**src/rtl/svga_timing_pkg.sv**
```systemverilog
// svga_timing_pkg: 800x600@72 Hz scan timing, slice geometry and scan state encoding.
package svga_timing_pkg;
    localparam int H_ACTIVE    = 800;
    localparam int H_FP        = 56;
    localparam int H_SYNC      = 120;
    localparam int H_BP        = 64;
    localparam int H_TOTAL     = H_ACTIVE + H_FP + H_SYNC + H_BP;
    localparam int HSYNC_START = H_ACTIVE + H_FP;
    localparam int HSYNC_END   = HSYNC_START + H_SYNC;
    localparam int V_ACTIVE    = 600;
    localparam int V_FP        = 37;
    localparam int V_SYNC      = 6;
    localparam int V_BP        = 23;
    localparam int V_TOTAL     = V_ACTIVE + V_FP + V_SYNC + V_BP;
    localparam int VSYNC_START = V_ACTIVE + V_FP;
    localparam int VSYNC_END   = VSYNC_START + V_SYNC;
    localparam int SLICE_LINES = 150;
    localparam int SLICE_WORDS = SLICE_LINES * H_ACTIVE;
    localparam int RD_LAT      = 1;
    localparam logic SYNC_POL  = 1'b1;

    typedef enum logic [1:0] {IDLE, RUN, DRAIN} scan_state_t;
endpackage

```
**src/rtl/frame_scan_sequencer_delay.sv**
```systemverilog
// sync_delay_line: DEPTH-stage register delay with an asynchronous reset to a supplied value.
module sync_delay_line #(
    parameter int WIDTH = 1,
    parameter int DEPTH = 1
) (
    input  logic             clk,
    input  logic             rst_n,
    input  logic [WIDTH-1:0] rst_val,
    input  logic [WIDTH-1:0] din,
    output logic [WIDTH-1:0] dout
);
    logic [DEPTH-1:0][WIDTH-1:0] pipe_q, pipe_d;

    always_comb begin
        pipe_d    = pipe_q << WIDTH;
        pipe_d[0] = din;
    end

    always_ff @(posedge clk or negedge rst_n) begin
        if (!rst_n) pipe_q <= {DEPTH{rst_val}};
        else        pipe_q <= pipe_d;
    end

    assign dout = pipe_q[DEPTH-1];
endmodule

```
**src/rtl/frame_scan_sequencer.sv**
```systemverilog
// frame_scan_sequencer: scan counters, sync/blanking strobes and slice read addressing,
// with hsync/vsync/de delayed to line up with the colour lookup's registered data.
module frame_scan_sequencer #(
    parameter int   H_ACTIVE    = svga_timing_pkg::H_ACTIVE,
    parameter int   H_FP        = svga_timing_pkg::H_FP,
    parameter int   H_SYNC      = svga_timing_pkg::H_SYNC,
    parameter int   H_BP        = svga_timing_pkg::H_BP,
    parameter int   V_ACTIVE    = svga_timing_pkg::V_ACTIVE,
    parameter int   V_FP        = svga_timing_pkg::V_FP,
    parameter int   V_SYNC      = svga_timing_pkg::V_SYNC,
    parameter int   V_BP        = svga_timing_pkg::V_BP,
    parameter int   SLICE_LINES = svga_timing_pkg::SLICE_LINES,
    parameter int   RD_LAT      = svga_timing_pkg::RD_LAT,
    parameter logic SYNC_POL    = svga_timing_pkg::SYNC_POL
) (
    input  logic        clk,
    input  logic        rst_n,
    input  logic        en,
    output logic [10:0] hcount,
    output logic [9:0]  vcount,
    output logic        rd_en,
    output logic [1:0]  slice_sel,
    output logic [16:0] slice_addr,
    output logic        hsync,
    output logic        vsync,
    output logic        de,
    output logic        frame_start
);
    import svga_timing_pkg::scan_state_t;
    import svga_timing_pkg::IDLE;
    import svga_timing_pkg::RUN;
    import svga_timing_pkg::DRAIN;

    localparam logic [10:0] H_LAST = 11'(H_ACTIVE + H_FP + H_SYNC + H_BP - 1);
    localparam logic [10:0] H_ACT  = 11'(H_ACTIVE);
    localparam logic [10:0] HS_BEG = 11'(H_ACTIVE + H_FP);
    localparam logic [10:0] HS_END = 11'(H_ACTIVE + H_FP + H_SYNC);
    localparam logic [9:0]  V_LAST = 10'(V_ACTIVE + V_FP + V_SYNC + V_BP - 1);
    localparam logic [9:0]  V_ACT  = 10'(V_ACTIVE);
    localparam logic [9:0]  VS_BEG = 10'(V_ACTIVE + V_FP);
    localparam logic [9:0]  VS_END = 10'(V_ACTIVE + V_FP + V_SYNC);
    localparam logic [9:0]  SL1    = 10'(SLICE_LINES);
    localparam logic [9:0]  SL2    = 10'(2 * SLICE_LINES);
    localparam logic [9:0]  SL3    = 10'(3 * SLICE_LINES);

    scan_state_t state_q, state_d;
    logic [10:0] hcount_q, hcount_d;
    logic [9:0]  vcount_q, vcount_d;
    logic [1:0]  slice_sel_q, slice_sel_d;
    logic [16:0] slice_addr_q, slice_addr_d;
    logic        rd_en_q, rd_en_d, frame_start_q, frame_start_d;
    logic        hs_q, hs_d, vs_q, vs_d;
    logic        last_px, line_end, scan, slice_start;

    always_comb begin
        line_end      = hcount_q == H_LAST;
        last_px       = line_end && vcount_q == V_LAST;
        // Leaving IDLE and finishing a frame both decide purely on en; mid-frame only RUN listens.
        state_d       = (state_q == IDLE || last_px) ? (en ? RUN : IDLE)
                      : (en && state_q == RUN) ? RUN : DRAIN;
        hcount_d      = (state_q == IDLE || line_end) ? '0 : hcount_q + 11'd1;
        vcount_d      = (state_q == IDLE || last_px) ? '0 : line_end ? vcount_q + 10'd1 : vcount_q;
        scan          = state_d != IDLE;
        rd_en_d       = scan && hcount_d < H_ACT && vcount_d < V_ACT;
        slice_start   = hcount_d == '0 && (vcount_d == '0 || vcount_d == SL1 || vcount_d == SL2 || vcount_d == SL3);
        slice_sel_d   = !scan ? 2'd0 : !rd_en_d ? slice_sel_q
                      : vcount_d >= SL3 ? 2'd3 : vcount_d >= SL2 ? 2'd2 : vcount_d >= SL1 ? 2'd1 : 2'd0;
        slice_addr_d  = !scan ? '0 : !rd_en_d ? slice_addr_q : slice_start ? '0 : slice_addr_q + 17'd1;
        frame_start_d = state_d == RUN && hcount_d == '0 && vcount_d == '0;
        hs_d          = scan && hcount_d >= HS_BEG && hcount_d < HS_END ? SYNC_POL : ~SYNC_POL;
        vs_d          = scan && vcount_d >= VS_BEG && vcount_d < VS_END ? SYNC_POL : ~SYNC_POL;
    end

    always_ff @(posedge clk or negedge rst_n) begin
        if (!rst_n) begin
            state_q       <= IDLE;
            hcount_q      <= '0;
            vcount_q      <= '0;
            slice_sel_q   <= '0;
            slice_addr_q  <= '0;
            rd_en_q       <= 1'b0;
            frame_start_q <= 1'b0;
            hs_q          <= ~SYNC_POL;
            vs_q          <= ~SYNC_POL;
        end else begin
            state_q       <= state_d;
            hcount_q      <= hcount_d;
            vcount_q      <= vcount_d;
            slice_sel_q   <= slice_sel_d;
            slice_addr_q  <= slice_addr_d;
            rd_en_q       <= rd_en_d;
            frame_start_q <= frame_start_d;
            hs_q          <= hs_d;
            vs_q          <= vs_d;
        end
    end

    sync_delay_line #(.WIDTH(3), .DEPTH(RD_LAT)) u_sync_delay (
        .clk    (clk),
        .rst_n  (rst_n),
        .rst_val({~SYNC_POL, ~SYNC_POL, 1'b0}),
        .din    ({hs_q, vs_q, rd_en_q}),
        .dout   ({hsync, vsync, de})
    );

    assign hcount      = hcount_q;
    assign vcount      = vcount_q;
    assign rd_en       = rd_en_q;
    assign slice_sel   = slice_sel_q;
    assign slice_addr  = slice_addr_q;
    assign frame_start = frame_start_q;
endmodule

```
**config.mk**
```make
export PLATFORM = sky130hd
export DESIGN_NAME = frame_scan_sequencer
export DESIGN_NICKNAME = d
export VERILOG_FILES = /design/src/rtl/svga_timing_pkg.sv /design/src/rtl/frame_scan_sequencer_delay.sv /design/src/rtl/frame_scan_sequencer.sv
export SDC_FILE = /design/constraint.sdc
export NUM_CORES = 1
export LEC_CHECK = 0
export BUFFER_PORTS_ARGS = -buffer_cell sky130_fd_sc_hd__clkbuf_2
export CAP_MARGIN = 30
export CORE_ASPECT_RATIO = 0.8
export CORE_MARGIN = 3
export CORE_UTILIZATION = 30
export CTS_CLUSTER_DIAMETER = 80
export DETAILED_ROUTE_END_ITERATION = 12
export PLACE_DENSITY = 0.5
export SLEW_MARGIN = 20
export SYNTH_ARGS = -nofsm -noshare
export SYNTH_HDL_FRONTEND = slang
export SYNTH_SLANG_ARGS = --single-unit
```
**constraint.sdc**
```tcl
create_clock -name clk -period 7.39 [get_ports clk]
set_input_delay 1.478 -clock clk [delete_from_list [all_inputs] [get_ports clk]]
set_output_delay 1.478 -clock clk [all_outputs]
set_load 0.01 [all_outputs]
```
# After elaboration in Yosys (flattened, before gate mapping)

Index checks and enable logic that the tools add are counted.

Logic and storage cells: 66
Register bits after elaboration: 49

Order comparisons: 9
Reduce and logical (&&, ||, !) cells: 20
Muxes and demuxes: 16
Equality and inequality tests: 8
Add/sub/neg operators: 3

Operators by type and width:

| kind                                                                                  | number |
|---|---|
| 17-bit two-way mux                                                                    | 3 |
| 11-bit by 10-bit less-than comparator with 1-bit output, second input constant        | 2 |
| 10-bit by 9-bit == test with 1-bit output, second input constant                      | 2 |
| 10-bit by 9-bit greater-or-equal comparator with 1-bit output, second input constant  | 2 |
| 10-bit less-than comparator, second input constant                                    | 2 |
| 10-bit two-way mux                                                                    | 2 |
| 17-bit by 1-bit adder with 17-bit output, second input constant                       | 1 |
| 2-bit two-way mux                                                                     | 6 |
| 11-bit by 1-bit adder with 11-bit output, second input constant                       | 1 |
| 11-bit == test, second input constant                                                 | 1 |
| 11-bit by 10-bit greater-or-equal comparator with 1-bit output, second input constant | 1 |
| 1-bit logical AND                                                                     | 11 |
| 11-bit zero test                                                                      | 1 |
| 11-bit two-way mux                                                                    | 1 |
| 10-bit by 1-bit adder with 10-bit output, second input constant                       | 1 |
| 10-bit == test, second input constant                                                 | 1 |
| 10-bit by 8-bit == test with 1-bit output, second input constant                      | 1 |
| 10-bit greater-or-equal comparator, second input constant                             | 1 |
| 10-bit by 8-bit greater-or-equal comparator with 1-bit output, second input constant  | 1 |
| 10-bit zero test                                                                      | 1 |
| 1-bit logical OR                                                                      | 5 |
| 2-bit by 1-bit == test with 1-bit output, second input constant                       | 2 |
| 1-bit two-way mux                                                                     | 4 |
| 2-bit zero test                                                                       | 1 |
| 2 further kinds                                                                       | 2 |

# Longest topological paths before layout

Depth in word-level cells: 12
Depth in mapped cells: 15
Depth with buffers taken out: 13

# Worst setup path before layout

OpenSTA, ideal clock, no wires.

Path kind: register -> register
Start: reg hcount_q[7] (netlist: hcount[7])
End: reg slice_addr_q[15] (netlist: slice_addr[15])
Data required time: 7266 ps
Library setup time: 124 ps
Arrival: 2764 ps
Cell stages (with the launch flop): 11
Path slack: 4502 ps
Period minus slack after synthesis: 2888 ps
Cells stage by stage: dfrtp_1 -> buf_6 -> nor4b_4 -> nand4_4 -> or3_4 -> a21o_4 -> nor4_4 -> o2111ai_2 -> a31oi_4 -> nor3_2 -> a211o_1

Longest elaborated chain between the ends: 12
Elaborated cells on any way between the ends: 27

RTL lines:

| element                                                                                           | line                       | source |
|---|---|---|
| start, declared                                                                                   | frame_scan_sequencer.sv:47 | `logic [10:0] hcount_q, hcount_d;` |
| start signal, assigned                                                                            | frame_scan_sequencer.sv:87 | `hcount_q <= hcount_d;` |
| parallel branches: the longest is 12 deep, another holds 11-bit by 1-bit adder with 11-bit output | --                         |  |
| end signal, assigned                                                                              | frame_scan_sequencer.sv:90 | `slice_addr_q <= slice_addr_d;` |
| end, declared                                                                                     | frame_scan_sequencer.sv:50 | `logic [16:0] slice_addr_q, slice_addr_d;` |

Several ways; the timed one is not identified. The select of a mux whose other input is x is not followed.
A chain may end at the register's enable or synchronous reset.

# Worst setup path after layout

Start: reg hcount_q[0] (netlist: hcount[0])
End: reg slice_addr_q[0] (netlist: slice_addr[0])

Same word-level chain as after synthesis.

==> results_dict.tcl <==
set metrics [dict create \
    outcome "complete, no violations" \
    row_count 32 \
    tightest_slew_ns 0.752 \
    io_pins 48 \
    ys_seq_elements 49 \
    fin_hold_ws_ns 0.349 \
    dr.pass1.iters 4 \
    clkSlewWorstSetupHoldPaths_ns 0.07 \
    cts.sinks 49 \
    critPathCaptureType "register" \
    hold_class "register to register" \
    cts_tree "built" \
    fin_crit_sh_pct 50.5 \
    cts-root-buf "clkbuf_16" \
    final-instance-count-excl-fill 522 \
    avgRoutedWirePerCell_um 15.4 \
    p_leak_nw 1.70 \
    share_comb_of_total_power_pct 1.3 \
    finClkSkew_ns 0.00682 \
    synth_flop_cell "dfrtp_1" \
    syn2layout_area_growth_pct 15.6 \
    core_um2 9810 \
    finalNetCount 392 \
    worst_slack_ns 3.66 \
    die_h_um 96.5 \
    required_ns 7.59 \
    io_buffers 47 \
    synth_area_leader_cell "dfrtp_1" \
    cts_setup_buffers 0 \
    critPathMaxStageDelay_ns 0.65 \
    yosysTopAreaCellShare_pct 40.0 \
    grt_pass1_wl_mm 13.2 \
    dp_slack_ns 3.30 \
    finalWirelength_mm 8.06 \
    h-tree-depth 2 \
    hold_violations 0 \
    synthCells 344 \
    vdd_drop_max_v 0.0000873 \
    synth_area_leaders "dfrtp_1 40%, nor2_1 5.8%, xnor2_1 4.9%, nand3_1 4.7%, nand2_1 2.7%" \
    crit_type "register to register" \
    crit_top_cell "and3_1" \
    fill_cells 1018 \
    pwr-share-seq_pct 53.4 \
    p_switching_mw 0.109 \
    drt-initial-drc-count 234 \
    swShare_pct 21.7 \
    syn_avg_cell_area_um2 8.92 \
    synth_seq_area_share_pct 40.0 \
    cp.arrival_ns 3.93 \
    initial_core_util_pct 31.3 \
    slew_viol_final 0 \
    grt_usage_pct 14.4 \
    rsz0062_at_grt "no" \
    dp_hpwl_mm 5.77 \
    synth.most_common_cell "dfrtp_1" \
    layout-drive-gt1-share_pct 19.2 \
    setup_viol 0 \
    drc 0 \
    fin_setup_tns_ns 0 \
    dieArea_um2 11500 \
    cts_resized 0 \
    maxCapViolCount 0 \
    async_flop_share_pct 100 \
    n_antenna_cell 0 \
    critPathLaunchType "register" \
    final_antenna_net_count 0 \
    p_int_mw 0.393 \
    crit_fanout 14 \
    vias_per_cell 5.11 \
    cts_buffers 5 \
    grt_max_degree 50 \
    synth_top_cells_by_count "49 x dfrtp_1, 47 x nor2_1, 29 x nand3_1" \
    antenna_found_initial 0 \
    clock_path_buffers 2 \
    grt_pass1_vias 2475 \
    crit_chain "ha_1 > and3_1 > and3_1 > nand3_1 > xnor2_1 > nand4_1 > o311ai_4 > inv_2 > nor2_1 > nand2_1 > o31ai_1" \
    design_area_um2 3550 \
    power.density_nw_per_um2 142 \
    holdBufCountCts 0 \
    slowest_stage "o311ai_4" \
    placed_cells 513 \
    ys_types 61 \
    synth_nets 351 \
    placed_area_um2 3400 \
    num_vias 2667 \
    die_w_um 119 \
    synth-warning-count 0 \
    grt.overflow.total 0 \
    clk_latency_ns 0.29 \
    gp_congestion 0.847 \
    period_minus_slack_ns 3.73 \
    fmax_mhz 268 \
    synthesis.area_um2 3070 \
    clockPowerShare_pct 45.3 \
    relSlewSlack_pct 49.2 \
    synth_edf_count 0 \
]
==> critical path, delay by kind of cell (launching register included) <==
| kind | cells | cell delay (ns) |
|---|---|---|
| xor gates and xnor gates | 1 | 0.34 |
| adders and majority gates | 1 | 0.27 |
| AOI/OAI and AO/OA | 2 | 0.71 |
| and+or+nand+nor | 6 | 1.65 |
| buffers and inverters | 1 | 0.25 |
| DFF | 1 | 0.42 |
==> final cells by class <==
cell class,count,area [um2],area share (%)
Multi-Input combinational cell,264,1700,47.8
Sequential cell,49,1230,34.6
Timing Repair Buffer,50,258,7.27
Tap cell,136,170,4.80
Clock buffer,6,129,3.63
Inverter,15,56.3,1.59
Clock inverter,2,10.0,0.282
==> metal layers <==
layer,vias up,share of wire (%),global-route usage (%)
li1,1328,-,-
met1,1276,52,21.8
met2,57,42,20.5
met3,6,5.3,3.43
met4,0,0.77,3.38
met5,-,0,0
==> worst paths after layout <==
check / from / end / slack (ns) / depth (start not counted)
max: hcount[0]$_DFF_PN0_ / slice_addr[0]$_DFFE_PN0P_ / 3.66 / 11
min reg2reg: hs_q$_DFF_PN0_ / u_sync_delay.dout[2]$_DFF_PN0_ / 0.35 / 0
max in group asynchronous: rst_n / slice_addr[10]$_DFFE_PN0P_ / 5.65 / 2
max reg2reg: hcount[0]$_DFF_PN0_ / slice_addr[0]$_DFFE_PN0P_ / 3.66 / 11
min: hs_q$_DFF_PN0_ / u_sync_delay.dout[2]$_DFF_PN0_ / 0.35 / 0
min in group asynchronous: rst_n / vcount[4]$_DFF_PN0_ / 1.29 / 2
==> cell families (layout without fill, tap and decap cells) <==
logic type	Yosys count	in the layout	synth area share, %
flip-flops	49	49	40.0
AND/OR/NAND/NOR	162	162	28.3
AO/OA/AOI/OAI	66	66	15.8
multiplexers	5	5	1.63
adder cells (fa/ha/maj)	4	4	1.63
buffers and inverters	31	73	4.73
XOR/XNOR	27	27	7.95
==> stage by stage <==
stage	power (mW)	util [%]
after floorplan	0.273	-
after global placement	0.280	34.7
after detailed placement	0.281	34.7
after CTS	0.512	36.1
after global routing	0.521	36.1
final	0.502	36.1
==> layout by cell type, fill, tap and decap left out, drive strengths merged, types with 3 or more instances in the layout <==
cell and count:
clkbuf 54, nand2 22, o21ai 15, a21o 5, o21a 4, and3 9
or3 6, a21oi 9, nand3 30, nor3 18, nor2 47, inv 15
xor2 9, nor4 4, xnor2 18, a211oi 5, mux2i 5, nor3b 3
nand4 11, dfrtp 49, o22ai 4, ha 4, a31oi 8
==> flip-flops by register name, indices dropped and copies added (netlist names) <==
signal	cells
frame_start	1
hcount	11
hs_q	1
rd_en	1
slice_addr	17
slice_sel	2
state_q	2
u_sync_delay.dout	3
vcount	10
vs_q	1
==> power groups by stage <==
stage	logic (mW)	registers (mW)	clock network, mW
final	0.00660	0.268	0.228
after detailed placement	0.00732	0.273	0
after floorplan	0.00000347	0.273	0
after CTS	0.00732	0.268	0.237
after global placement	0.00714	0.273	0
after global routing	0.00804	0.268	0.245
Note: power is estimated with default switching activity, not from simulation.
